[src/rtl/multicycle_sequencer.sv]
// Multi-cycle control FSM for the sequential RV64 core: steps the shared datapath
// through FETCH/DECODE/EXEC/MEM/WB and drives per-phase enables and mux selects.
module multicycle_sequencer #(
  parameter int MEM_TIMEOUT = 16
) (
  input  logic        clk,
  input  logic        reset,
  input  logic        start,
  input  logic [6:0]  opcode,
  input  logic        zero,
  input  logic        mem_ready,
  output logic        pc_write,
  output logic        pc_src,
  output logic        ir_write,
  output logic        i_or_d,
  output logic        mem_read,
  output logic        mem_write,
  output logic        reg_write,
  output logic        mem_to_reg,
  output logic        alu_src,
  output logic [1:0]  alu_op,
  output logic        busy,
  output logic        halted,
  output logic        err,
  output logic [31:0] retired
);

  typedef enum logic [2:0] {
    S_IDLE   = 3'd0,
    S_FETCH  = 3'd1,
    S_DECODE = 3'd2,
    S_EXEC   = 3'd3,
    S_MEM    = 3'd4,
    S_WB     = 3'd5,
    S_HALT   = 3'd6
  } state_t;

  typedef enum logic [1:0] {
    CLS_R   = 2'd0,
    CLS_LD  = 2'd1,
    CLS_SD  = 2'd2,
    CLS_BEQ = 2'd3
  } cls_t;

  localparam logic [6:0] OP_R   = 7'b0110011;
  localparam logic [6:0] OP_LD  = 7'b0000011;
  localparam logic [6:0] OP_SD  = 7'b0100011;
  localparam logic [6:0] OP_BEQ = 7'b1100011;
  localparam logic [6:0] OP_SYS = 7'b1110011;

  // Fault fires on the edge that would bring the counter to MEM_TIMEOUT.
  localparam logic [7:0] WAIT_LAST = 8'(MEM_TIMEOUT - 1);

  state_t      state;
  cls_t        cls;
  logic [7:0]  wait_cnt;

  always_ff @(posedge clk or posedge reset) begin
    if (reset) begin
      state    <= S_IDLE;
      cls      <= CLS_R;
      wait_cnt <= 8'd0;
      retired  <= 32'd0;
      err      <= 1'b0;
    end else begin
      case (state)
        S_IDLE: begin
          if (start) begin
            state    <= S_FETCH;
            wait_cnt <= 8'd0;
          end
        end
        S_FETCH, S_MEM: begin
          if (mem_ready) begin
            wait_cnt <= 8'd0;
            if (state == S_FETCH) begin
              state <= S_DECODE;
            end else if (cls == CLS_SD) begin
              state   <= S_FETCH;
              retired <= retired + 32'd1;
            end else begin
              state <= S_WB;
            end
          end else begin
            wait_cnt <= wait_cnt + 8'd1;
            if (wait_cnt == WAIT_LAST) begin
              state <= S_HALT;
              err   <= 1'b1;
            end
          end
        end
        S_DECODE: begin
          case (opcode)
            OP_R:    begin cls <= CLS_R;   state <= S_EXEC; end
            OP_LD:   begin cls <= CLS_LD;  state <= S_EXEC; end
            OP_SD:   begin cls <= CLS_SD;  state <= S_EXEC; end
            OP_BEQ:  begin cls <= CLS_BEQ; state <= S_EXEC; end
            OP_SYS:  state <= S_HALT;
            default: begin state <= S_HALT; err <= 1'b1; end
          endcase
        end
        S_EXEC: begin
          case (cls)
            CLS_R: state <= S_WB;
            CLS_LD, CLS_SD: begin
              state    <= S_MEM;
              wait_cnt <= 8'd0;
            end
            default: begin
              state    <= S_FETCH;
              wait_cnt <= 8'd0;
              retired  <= retired + 32'd1;
            end
          endcase
        end
        S_WB: begin
          state    <= S_FETCH;
          wait_cnt <= 8'd0;
          retired  <= retired + 32'd1;
        end
        S_HALT: ;
        default: begin
          state <= S_HALT;
          err   <= 1'b1;
        end
      endcase
    end
  end

  // Strobes decode straight from the state register so an asynchronous reset
  // clears them immediately; only pc_write/ir_write look at live inputs.
  always_comb begin
    pc_write   = 1'b0;
    pc_src     = 1'b0;
    ir_write   = 1'b0;
    i_or_d     = 1'b0;
    mem_read   = 1'b0;
    mem_write  = 1'b0;
    reg_write  = 1'b0;
    mem_to_reg = 1'b0;
    alu_src    = 1'b0;
    alu_op     = 2'b00;
    case (state)
      S_FETCH: begin
        mem_read = 1'b1;
        ir_write = mem_ready;
        pc_write = mem_ready;
      end
      S_EXEC: begin
        case (cls)
          CLS_R: alu_op = 2'b10;
          CLS_LD, CLS_SD: alu_src = 1'b1;
          default: begin
            alu_op   = 2'b01;
            pc_src   = 1'b1;
            pc_write = zero;
          end
        endcase
      end
      S_MEM: begin
        i_or_d    = 1'b1;
        alu_src   = 1'b1;
        mem_read  = (cls == CLS_LD);
        mem_write = (cls == CLS_SD);
      end
      S_WB: begin
        reg_write  = 1'b1;
        mem_to_reg = (cls == CLS_LD);
      end
      default: ;
    endcase
  end

  assign busy   = (state != S_IDLE) && (state != S_HALT);
  assign halted = (state == S_HALT);

endmodule
[config.mk]
export PLATFORM = sky130hd
export DESIGN_NAME = multicycle_sequencer
export DESIGN_NICKNAME = d
export VERILOG_FILES = /design/src/rtl/multicycle_sequencer.sv
export SDC_FILE = /design/constraint.sdc
export NUM_CORES = 1
export LEC_CHECK = 0
export CORE_MARGIN = 2
export CORE_UTILIZATION = 25
export CTS_BUF_LIST = sky130_fd_sc_hd__clkbuf_16
export CTS_CLUSTER_DIAMETER = 50
export CTS_CLUSTER_SIZE = 12
export DETAILED_ROUTE_END_ITERATION = 10
export GPL_ROUTABILITY_DRIVEN = 1
export HOLD_SLACK_MARGIN = 0.02
export PLACE_DENSITY = 0.55
export SYNTH_ARGS = -nofsm -noshare
export SYNTH_HDL_FRONTEND = slang
export SYNTH_SLANG_ARGS = --single-unit
[constraint.sdc]
create_clock -name clk -period 1.8 [get_ports clk]
set_input_delay 0.27 -clock clk [delete_from_list [all_inputs] [get_ports clk]]
set_output_delay 0.27 -clock clk [all_outputs]
set_load 0.005 [all_outputs]
### After elaboration in Yosys (flattened, before gate mapping)

Index checks and enable logic that the tools add are counted.

* output and inout port bits: 46
* register bits: 46
* logic and storage cells: 88

* equality and inequality tests: 25
* reduce and logical (&&, ||, !) cells: 18
* bitwise gates (word level): 2
* add/sub/neg operators: 2
* muxes and demuxes: 36

Operator list (count)
* $mux 32: 4
* $pmux 32 s3: 1
* $add 32x1->32 const B: 1
* $pmux 8 s4: 1
* $mux 8: 3
* $mux 3: 6
* $ne 2x2->1 const B: 9
* $pmux 3 s6: 1
* $eq 7x6->1 const B: 2
* $eq 7x7->1 const B: 2
* $mux 1: 12
* $eq 3x3->1 const B: 3
* $add 8x1->8 const B: 1
* $eq 8x4->1 const B: 1
* $pmux 2 s4: 1
* $reduce_bool 4->1: 2
* $reduce_or 4->1: 2
* $eq 7x2->1 const B: 1
* $eq 3x2->1 const B: 2
* $ne 3x3->1 const B: 2
* $pmux 1 s2: 3
* $pmux 3 s2: 1
* $reduce_and 3->1: 2
* $reduce_bool 3->1: 2
* 16 further kinds: 18

### Logic depth before layout (Yosys ltp)

Gate-level depths: netlist (run 1).

* depth after elaboration: 5
* mapped depth: 7
* mapped depth without buffers: 7

### Least setup slack after synthesis (run 1)

OpenSTA, ideal clock, no wires.

* kind: reg-to-reg
* from: reg cls[0]
* to: reg retired[29]
* required time: 1721 ps
* cell stages (with the launch flop): 8
* arrival: 1725 ps
* library setup time: 79 ps
* path buffers: 0
* slack: -4 ps
* path through: dfrtp_1 inv_1 ha_1 nand4b_2 a311oi_4 nand4_2 nor3_2 xor2_1

* cells in the longest elaborated chain, start to end: 4
* elaborated cells on any way between the ends: 7

RTL lines
* start, declared: RTL line 55 `cls_t cls;`
* start signal, assigned: RTL line 61 `cls <= CLS_R;`
* start signal, assigned: RTL line 94 `OP_R: begin cls <= CLS_R; state <= S_EXEC; end`
* start signal, assigned: RTL line 95 `OP_LD: begin cls <= CLS_LD; state <= S_EXEC; end`
* $eq 2x1->1, or another cell as far along: RTL line 103 `case (cls)`
* $reduce_or 3->1 (no source line)
* $ne 2x2->1 (no source line)
* $reduce_and 5->1 (no source line) *
* end signal, assigned: RTL line 80 `retired <= retired + 32'd1;`
* end signal, assigned: RTL line 112 `retired <= retired + 32'd1;`
* end signal, assigned: RTL line 119 `retired <= retired + 32'd1;`
* end, declared: RTL line 25 `output logic [31:0] retired`

Every way passes the cells marked *; elsewhere a longest branch is shown, timed or not.
A chain may end at the register's enable or synchronous reset.

### Final worst setup path (run 1)

* from: reg cls[0]
* to: reg retired[26]

The elaborated chain is that of the path after synthesis.

==> results of run 1 <==
## flip-flops by register name (all words and copies together), names as in the netlist
register  cells
retired      32
cls           2
wait_cnt      8
state         3
err           1
## logic make-up (layout without fill, tap and decap cells)
family | after synthesis | in the layout
xor+xnor | 32 | 32
simple gates | 122 | 122
fa+ha+maj | 6 | 6
flops | 46 | 46
buf+inv | 22 | 130
mux | 1 | 1
compound gates | 37 | 37
## path summary, 6_finish.rpt
path                                  start           to
worst min register to register  wait_cnt[7]  wait_cnt[7]
worst max register to register       cls[0]  retired[26]
worst max-delay path                 cls[0]  retired[26]
max in group asynchronous             reset     state[2]
min in group clk                wait_cnt[7]  wait_cnt[7]
worst min-delay path                  reset   retired[7]
## routing by layer
layer	up-vias	track usage (%)	share of wire [%]
li1	1141	-	-
met1	1116	16.4	48
met2	58	19.1	47
met3	5	2.68	4.2
met4	0	2.67	0.66
met5	-	0	0
## layout make-up
type | count | area [µm²]
fillers | 932 | 5790
clock inverters | 3 | 17.5
inverters | 13 | 48.8
clock buffers | 5 | 125
well taps | 133 | 166
flip-flops and latches | 46 | 1150
multi-input cells | 198 | 1560
repair buffers | 109 | 1000
## power by group through the flow
stage          sequential [mW]  combinational, mW  clock [mW]
4_1_cts                   1.20              0.653       0.923
2_1_floorplan             1.18              0.285           0
3_3_place_gp              1.19              0.575           0
3_5_place_dp              1.20              0.580           0
5_1_grt                   1.21              0.812       0.967
6_report                  1.19              0.735       0.891
## stage by stage
step	utilization (%)	instances
finish	41.3	507
global route	41.3	507
CTS	38.5	498
detailed placement	36.1	484
global placement	36.1	484
floorplan	-	266
## worst max-delay path: cells and delay by family (launching register included)
family / cells / cell delay, ns
AND/OR/NAND/NOR: 3 / 0.41
buffers and inverters: 3 / 0.33
AO/OA/AOI/OAI: 1 / 0.35
flip-flops: 1 / 0.42
adder cells (fa/ha/maj): 1 / 0.13
XOR/XNOR: 1 / 0.15
## placed cells by master, fill, tap and decap left out, drive strengths merged, types with 2 or more instances in the layout
cell           instances
buf                   54
dfrtp                 46
clkdlybuf4s50         44
nand2                 27
nor2                  26
nand3                 19
xnor2                 17
xor2                  15
inv                   14
o21ai                 13
clkbuf                11
nor3                  10
and3                   9
a21oi                  6
and2                   6
ha                     6
o31ai                  5
nand4                  5
nor2b                  5
nand2b                 4
nor4                   3
nand4b                 2
a311oi                 2
o211ai                 2
or3                    2
dlygate4sd2            2
dlymetal6s2s           2
o22a                   2
clkinv                 2
## timing repair
action / in CTS / in global routing
endpoints found under the setup margin: 30 / 37
gates resized for setup: 32 / 63
setup buffers: 6 / 10
pin swaps: 2 / 27
==> key figures, run 1 <==
Layout
  • Area added between synthesis and finish: 59.6%
  • Nets: 391
  • Layout cell share with drive strength beyond 1: 31.8%
  • Design area: 4070 µm²
  • ANT cells: 0

Synth
  • Count leader, synth: dfrtp_1
  • Post-synthesis sequential area ratio: 45.1%
  • Synthesis Warnings: 0
  • Compound-Gate Fraction of Synth Area: 10.8%
  • Post-synth cell types: 44
  • Synth Register Bits: 46
  • Async SR Flop Fraction: 100%
  • Largest family of logic cells by synthesized area: simple AND/OR/NAND/NOR gates
  • Post-Synth XOR/XNOR Area: 11.0%
  • Synth area leader: dfrtp_1
  • Cells after Synth: 266
  • Prevailing post-synth register cell: dfrtp_1
  • Post-synth EDFFs: 0
  • Mean Syn Cell Area: 9.60 µm²
  • Syn nets: 284
  • Synthesized area: 2550 µm²
  • Synth Area in Simple Gates: 26.1%
  • Share of the synthesized area in the top cell type: 45.1%
  • Mux cell area share after synthesis: 0.441%
  • Synth area leaders: dfrtp_1 (45%), xnor2_1 (5.8%), xor2_1 (5.1%)
  • Adder-cell share of the synthesized area: 2.94%
  • Top cells by count, synth: dfrtp_1 (46), nand2_1 (26), nor2_1 (26), nand3_1 (19), xnor2_1 (17)

Clock tree
  • Max Buffers Root-to-Sink: 2
  • Clock Root Buffer: clkbuf_16
  • CTS tree: done
  • Num CTS Buffers: 5
  • Worst skew pair latency: 0.28 ns
  • Sink Count: 46
  • Clock transition at the registers of the reported paths: 0.06 ns
  • # H-tree levels: 2
  • Post-cts hold buffer count: 0

Pwr
  • Pwr Total: 2.82 mW
  • Power per Cell Area: 691 nW/µm²
  • Share of total power in the clock network: 31.6%
  • Internal power: 2.03 mW
  • VDD IR max: 0.000311 V
  • Switching share of total power: 28.0%
  • Flop pwr share: 42.3%
  • P_leak: 1.94 nW
  • Gate power share: 26.1%
  • Sw power: 0.788 mW

Worst setup path
  • Worst-path cell chain: inv_2 > buf_6 > ha_4 > nand4b_4 > a311oi_4 > buf_6 > nand2_8 > nor3_4 > xor2_1
  • Startpoint types: flop
  • Crit path top cell by count: buf_6
  • Required time worst endpoint: 2.00 ns
  • Critical path's slowest cell: dfrtp_1
  • CP endpoint kind: flop
  • Worst stage delay on the critical path: 0.42 ns
  • CP Class: flop to flop
  • Worst-path maximum fanout: 6
  • R2R depth: 9
  • R2r setup slk: -0.09 ns
  • Crit path DAT: 2.09 ns

GRT
  • Largest net degree at the start of global routing: 18
  • First-pass GRT wire length: 10,900 µm
  • Total grt overflow: 0
  • Initial antenna violation count: 0
  • GRT Total Usage: 11.9%
  • Vias in the first global route: 2,231

Route
  • Drt drc: 0
  • First-pass DRT Iterations: 4
  • Via density per instance: 4.58
  • Via count: 2,320
  • Antenna Nets Post-Route: 0
  • WL per Instance: 12.8 µm
  • DR iter-0 viols: 87
  • DRT Wirelength: 6470 µm

Timing
  • Slew @ Worst Pin: 0.432 ns
  • RSZ-0062 raised after global routing: yes
  • Fin crit share: 105%
  • Max Clk Rate: 530 MHz
  • Count of pins over their slew limit: 0
  • Setup Skew: 0.00411 ns
  • Setup violators final: 11
  • Setup ws final: -0.0859 ns
  • Fin. Hold Viols: 0
  • Final setup TNS: -0.353 ns
  • WHS: 0.314 ns
  • Final worst path period need: 1.89 ns
  • Rel. slew slack: 71.2%

Floorplan
  • CORE AREA: 9860 µm²
  • Starting density of the core: 25.9%
  • Die Y-Extent: 105 µm
  • Chip width: 105 µm
  • Die area: 11,000 µm²
  • IO Count: 58
  • FP Rows: 36

Place
  • Port Buf Inserts: 57
  • DP Area: 3560 µm²
  • HPWL Detailed: 4800 µm
  • DP Worst Slack: -0.283 ns
  • Global placement routability congestion: 0.775

Run status
  • Outcome: complete, but fails checks
  • Failing checks: negative setup slack

Min path
  • Hold Crit Class: input port to async pin

Flow run
  • # Max-Cap Violations: 0
No activity file was read; power rests on OpenSTA's default activity.
==> run 2, diff against run 1 <==
--- a/config.mk
+++ b/config.mk
@@ -5,6 +5,8 @@
 export SDC_FILE = /design/constraint.sdc
 export NUM_CORES = 1
 export LEC_CHECK = 0
+export CAP_MARGIN = 10
+export CORE_ASPECT_RATIO = 2
 export CORE_MARGIN = 2
 export CORE_UTILIZATION = 25
 export CTS_BUF_LIST = sky130_fd_sc_hd__clkbuf_16
==> run 2 against run 1 <==
Net effect: the flow still finishes with violations (negative setup slack); highest routed layer unchanged; clock power up 17%; largest cell class unchanged; fmax grew 1.9%; via count rose by 4.2%.
==> key figures, run 2 (same netlist as run 1, synthesis figures left out) <==
GRT
  • Initial antenna violation count: 0
  • Total grt overflow: 0
  • Largest net degree at the start of global routing: 47
  • First-pass GRT wire length: 11,400 µm
  • Vias in the first global route: 2,415
  • GRT Total Usage: 13.2%

Layout
  • Finished Layout Cells: 524
  • Most common cell after layout, fill and taps aside: buf_4
  • ANT cells: 0
  • Max reg flops: 32
  • Layout cell share with drive strength beyond 1: 37.0%
  • Area occupied by multi-input gates: 1600 µm²
  • Util after Layout: 42.1%
  • Largest register by flop count: retired
  • Area added between synthesis and finish: 65.3%
  • Fillers: 1,018
  • Nets: 406
  • Commonest non-fill, non-tap cells in the layout: buf_4 (55), clkdlybuf4s50_1 (44), dfrtp_1 (43)
  • Top flop regs: retired (32), wait_cnt (8), state (3)
  • Seq. cell area: 1150 µm²

Floorplan
  • Chip width: 75.5 µm
  • CORE AREA: 10,000 µm²
  • Die Y-Extent: 147 µm
  • Starting density of the core: 25.5%
  • FP Rows: 52
  • IO Count: 58
  • Die area: 11,100 µm²

Worst setup path
  • CP Class: flop to flop
  • Crit path DAT: 2.03 ns
  • Worst-path maximum fanout: 5
  • CP endpoint kind: flop
  • Required time worst endpoint: 1.98 ns
  • Startpoint types: flop

Run status
  • Failing checks: negative setup slack
  • Outcome: complete, but fails checks

Timing
  • Slew @ Worst Pin: 0.402 ns
  • Fin crit share: 103%
  • Setup Skew: 0.00558 ns
  • Fin. Hold Viols: 0
  • Setup ws final: -0.0508 ns
  • Rel. slew slack: 73.2%
  • Max Clk Rate: 540 MHz
  • RSZ-0062 raised after global routing: yes
  • Count of pins over their slew limit: 0
  • Setup violators final: 10
  • WHS: 0.334 ns
  • Final worst path period need: 1.85 ns

Clock tree
  • Sink Count: 46
  • # H-tree levels: 2
  • Worst skew pair latency: 0.29 ns
  • Post-cts hold buffer count: 0
  • Max Buffers Root-to-Sink: 2
  • Clock transition at the registers of the reported paths: 0.07 ns
  • Num CTS Buffers: 5
  • Clock Root Buffer: clkbuf_16
  • CTS tree: done

Route
  • Top sig layer: met4
  • Met3 wire len: 313 µm
  • Antenna Nets Post-Route: 0
  • Via density per instance: 4.61
  • First-pass DRT Iterations: 4
  • Via count: 2,417
  • WL per Instance: 13.9 µm
  • Drt drc: 0
  • DR iter-0 viols: 133
  • Met1 Wirelength: 2600 µm
  • DRT Wirelength: 7270 µm
  • WL met2: 4150 µm

Place
  • DP Worst Slack: -0.200 ns
  • Inst Count DP: 489
  • Port Buf Inserts: 57
  • HPWL Detailed: 5120 µm
  • Global placement routability congestion: 0.833

Pwr
  • Power per Cell Area: 709 nW/µm²
  • VDD IR max: 0.000391 V
  • P_leak: 2.00 nW

Flow run
  • # Max-Cap Violations: 0

Min path
  • Hold Crit Class: input port to async pin
## run 2: cell types whose count changed in the layout (fill, tap and decap cells not counted), sizes merged
cell,delta
clkinv,-2
inv,+1
dlymetal6s2s,-2
bufinv,+1
clkbuf,-1
dlygate4sd2,+2
buf,+16
## run 2: critical path, cell delays in order, from the launching register on
cell and delay (ns):
dfrtp_1 0.42, inv_2 0.10, ha_4 0.15, nand4b_4 0.14
a311oi_4 0.38, buf_4 0.19, buf_8 0.13, nand3_4 0.09
xnor2_2 0.15
## run 2: report_power, final
| part | total, mW | switching, mW | internal, mW |
|---|---|---|---|
| Sequential | 1.19 | 0.0835 | 1.10 |
| Combinational | 0.764 | 0.345 | 0.419 |
| Clock | 1.04 | 0.395 | 0.646 |
## run 2: final timing paths
check / startpoint / end / slack, ns / cells after the start
worst max-delay path: cls[0] / retired[9] / -0.05 / 8
worst min-delay path: reset / wait_cnt[7] / 0.33 / 3
worst max register to register: cls[0] / retired[9] / -0.05 / 8
worst min register to register: retired[31] / retired[31] / 0.49 / 1
max in group asynchronous: reset / cls[1] / 1.22 / 3
min in group clk: retired[31] / retired[31] / 0.49 / 1
## run 2: layer usage
metal  track usage (%)  vias up
li1                  -     1157
met1              14.2     1176
met2              24.3       71
met3              2.74       13
met4              4.47        0
met5                 0        -
## run 2: final cells by class
type,instances,share of cell area [%]
clock inverter,3,0.890
sequential,46,27.4
timing repair buffer,124,25.7
inverter,13,1.16
tap,135,4.00
clock buffer,5,2.97
multi-input combinational,198,37.9
## run 2: stage by stage
stage               power, mW   TNS, ns  cell area, µm²
global placement         1.78     -3.94            3560
finish                   2.99    -0.228            4220
floorplan                1.47  -0.00379            2550
detailed placement       1.78     -4.44            3560
CTS                      2.97    -0.660            3990
global route             3.13     -2.50            4220
## run 2: repair_timing
item                                    4_1_cts  5_1_grt
cloned                                        0        0
pin swaps                                    12       20
setup buffers                                21        9
gates resized for setup                      51       61
endpoints found under the setup margin       27       37
==> run 3, diff against run 2 <==
--- a/config.mk
+++ b/config.mk
@@ -8,14 +8,14 @@
 export CAP_MARGIN = 10
 export CORE_ASPECT_RATIO = 2
 export CORE_MARGIN = 2
-export CORE_UTILIZATION = 25
+export CORE_UTILIZATION = 34
 export CTS_BUF_LIST = sky130_fd_sc_hd__clkbuf_16
 export CTS_CLUSTER_DIAMETER = 50
 export CTS_CLUSTER_SIZE = 12
 export DETAILED_ROUTE_END_ITERATION = 10
 export GPL_ROUTABILITY_DRIVEN = 1
 export HOLD_SLACK_MARGIN = 0.02
-export PLACE_DENSITY = 0.55
+export PLACE_DENSITY = 0.68
 export SYNTH_ARGS = -nofsm -noshare
 export SYNTH_HDL_FRONTEND = slang
 export SYNTH_SLANG_ARGS = --single-unit
==> run 3 against run 2 <==
Net effect: the flow still finishes with violations (negative setup slack); die area fell by 25%; wire length fell by 3.7%; sequential share of layout area rose by 0.97 points; non-clock buffer count fell by 13; critical endpoint is now retired[29]; highest routed layer unchanged.
==> key figures, run 3 (same netlist as run 1, synthesis figures left out) <==
Layout
  • Max reg flops: 32
  • Top flop regs: retired (32), wait_cnt (8), state (3)
  • ANT cells: 0
  • Most common cell after layout, fill and taps aside: clkdlybuf4s50_1
  • Util after Layout: 56.1%
  • Layout cell share with drive strength beyond 1: 31.1%
  • Largest register by flop count: retired
  • Finished Layout Cells: 468
  • Nets: 393
  • Commonest non-fill, non-tap cells in the layout: clkdlybuf4s50_1 (44), dfrtp_1 (43), buf_4 (42)
  • Area added between synthesis and finish: 59.7%

GRT
  • Largest net degree at the start of global routing: 21
  • Initial antenna violation count: 0
  • GRT Total Usage: 17.2%
  • Total grt overflow: 0
  • First-pass GRT wire length: 11,100 µm
  • Vias in the first global route: 2,386

Place
  • Inst Count DP: 445
  • Port Buf Inserts: 57
  • Global placement routability congestion: 0.825
  • HPWL Detailed: 5030 µm

Min path
  • Hold Crit Class: input port to async pin

Worst setup path
  • CP endpoint kind: flop
  • Startpoint types: flop
  • R2r setup slk: -0.08 ns
  • Worst-path maximum fanout: 6
  • Reg-to-Reg End: retired[29]
  • CP Class: flop to flop
  • RR Startpoint: state[1]
  • Crit path DAT: 2.09 ns
  • Required time worst endpoint: 2.01 ns
  • R2R depth: 8

Floorplan
  • Chip width: 65.3 µm
  • CORE AREA: 7270 µm²
  • Die area: 8260 µm²
  • FP Rows: 44
  • IO Count: 58
  • Starting density of the core: 35.1%
  • Die Y-Extent: 127 µm

Timing
  • RSZ-0062 raised after global routing: yes
  • Setup Skew: 0.00423 ns
  • Setup violators final: 8
  • Fin crit share: 105%
  • Fin. Hold Viols: 0
  • Slew @ Worst Pin: 0.393 ns
  • Rel. slew slack: 73.7%
  • Max Clk Rate: 531 MHz
  • Setup ws final: -0.0833 ns
  • Count of pins over their slew limit: 0
  • Final setup TNS: -0.337 ns
  • Final worst path period need: 1.88 ns

Clock tree
  • Num CTS Buffers: 5
  • Max Buffers Root-to-Sink: 2
  • Clock Root Buffer: clkbuf_16
  • # H-tree levels: 2
  • Clock transition at the registers of the reported paths: 0.06 ns
  • Sink Count: 46
  • Worst skew pair latency: 0.29 ns
  • CTS tree: done

Pwr
  • VDD IR max: 0.000436 V
  • Power per Cell Area: 723 nW/µm²
  • P_leak: 1.96 nW

Route
  • First-pass DRT Iterations: 6
  • Via count: 2,367
  • Via density per instance: 5.06
  • WL per Instance: 15.0 µm
  • Drt drc: 0
  • DR iter-0 viols: 94
  • Antenna Nets Post-Route: 0
  • DRT Wirelength: 7000 µm

Run status
  • Failing checks: negative setup slack
  • Outcome: complete, but fails checks

Flow run
  • # Max-Cap Violations: 0
-- run 3: changes by cell type in the layout (fill, tap and decap cells not counted), moves of 3 or more --
cell,delta
dlygate4sd2_1,+4
nor3_4,+3
o21ai_0,+3
buf_2,-3
a21oi_1,+3
o21ai_1,-3
buf_4,-13
nand2_2,-3
a21oi_2,-3
nor3_2,-4
-- run 3: metal layers --
metal,wire length [µm],global-route usage (%),vias up
li1,-,-,1135
met1,2480,18.1,1152
met2,4090,32.9,70
met3,249,1.95,10
met4,171,7.48,0
met5,0,0,-
-- run 3: where the power goes --
part / internal [mW] / switching [mW] / total (mW)
logic: 0.392 / 0.331 / 0.723
registers: 1.10 / 0.0855 / 1.19
clock network: 0.650 / 0.384 / 1.03
-- run 3: through the flow --
stage	hold WS (ns)	worst slack (ns)	area, µm²	power, mW
floorplan	0.379	-0.00379	2550	1.47
global placement	0.469	-0.160	3500	1.75
detailed placement	0.467	-0.205	3500	1.75
CTS	0.293	-0.139	3870	2.91
global route	0.307	-0.182	4080	3.08
finish	0.285	-0.0833	4080	2.95
-- run 3: how the worst max path moves through the flow --
stage             endpoint  slack [ns]  startpoint  cells past startpoint
2_1_floorplan  retired[29]      -0.004      cls[0]                      7
6_report       retired[29]       -0.08    state[1]                      8
3_3_place_gp   retired[28]       -0.16   mem_ready                      6
3_5_place_dp   retired[24]       -0.20   mem_ready                      6
4_1_cts          reg_write       -0.14    state[1]                      4
5_1_grt        retired[29]       -0.18    state[1]                      8
-- run 3: final cells by class --
type | instances | area, µm²
Clock inverter | 3 | 41.3
Inverter | 13 | 48.8
Tap cell | 92 | 115
Multi-Input combinational cell | 198 | 1580
Clock buffer | 5 | 125
Fill cell | 639 | 3190
Sequential cell | 46 | 1150
Timing Repair Buffer | 111 | 1010
-- run 3: repair_timing --
item | in CTS | in global routing
cloned | 0 | 0
hold buffers | 0 | 0
setup endpoints to repair | 31 | 29
resized for setup | 51 | 41
setup buffers | 7 | 9
pin swaps | 3 | 18
-- run 3: worst max-delay path: stages, from the launching register on --
cell      delay, ns
dfrtp_2        0.44
buf_4          0.15
nand4b_4       0.11
buf_6          0.15
a311oi_4       0.30
buf_4          0.17
nand4_4        0.15
nor3_4         0.16
xor2_1         0.16
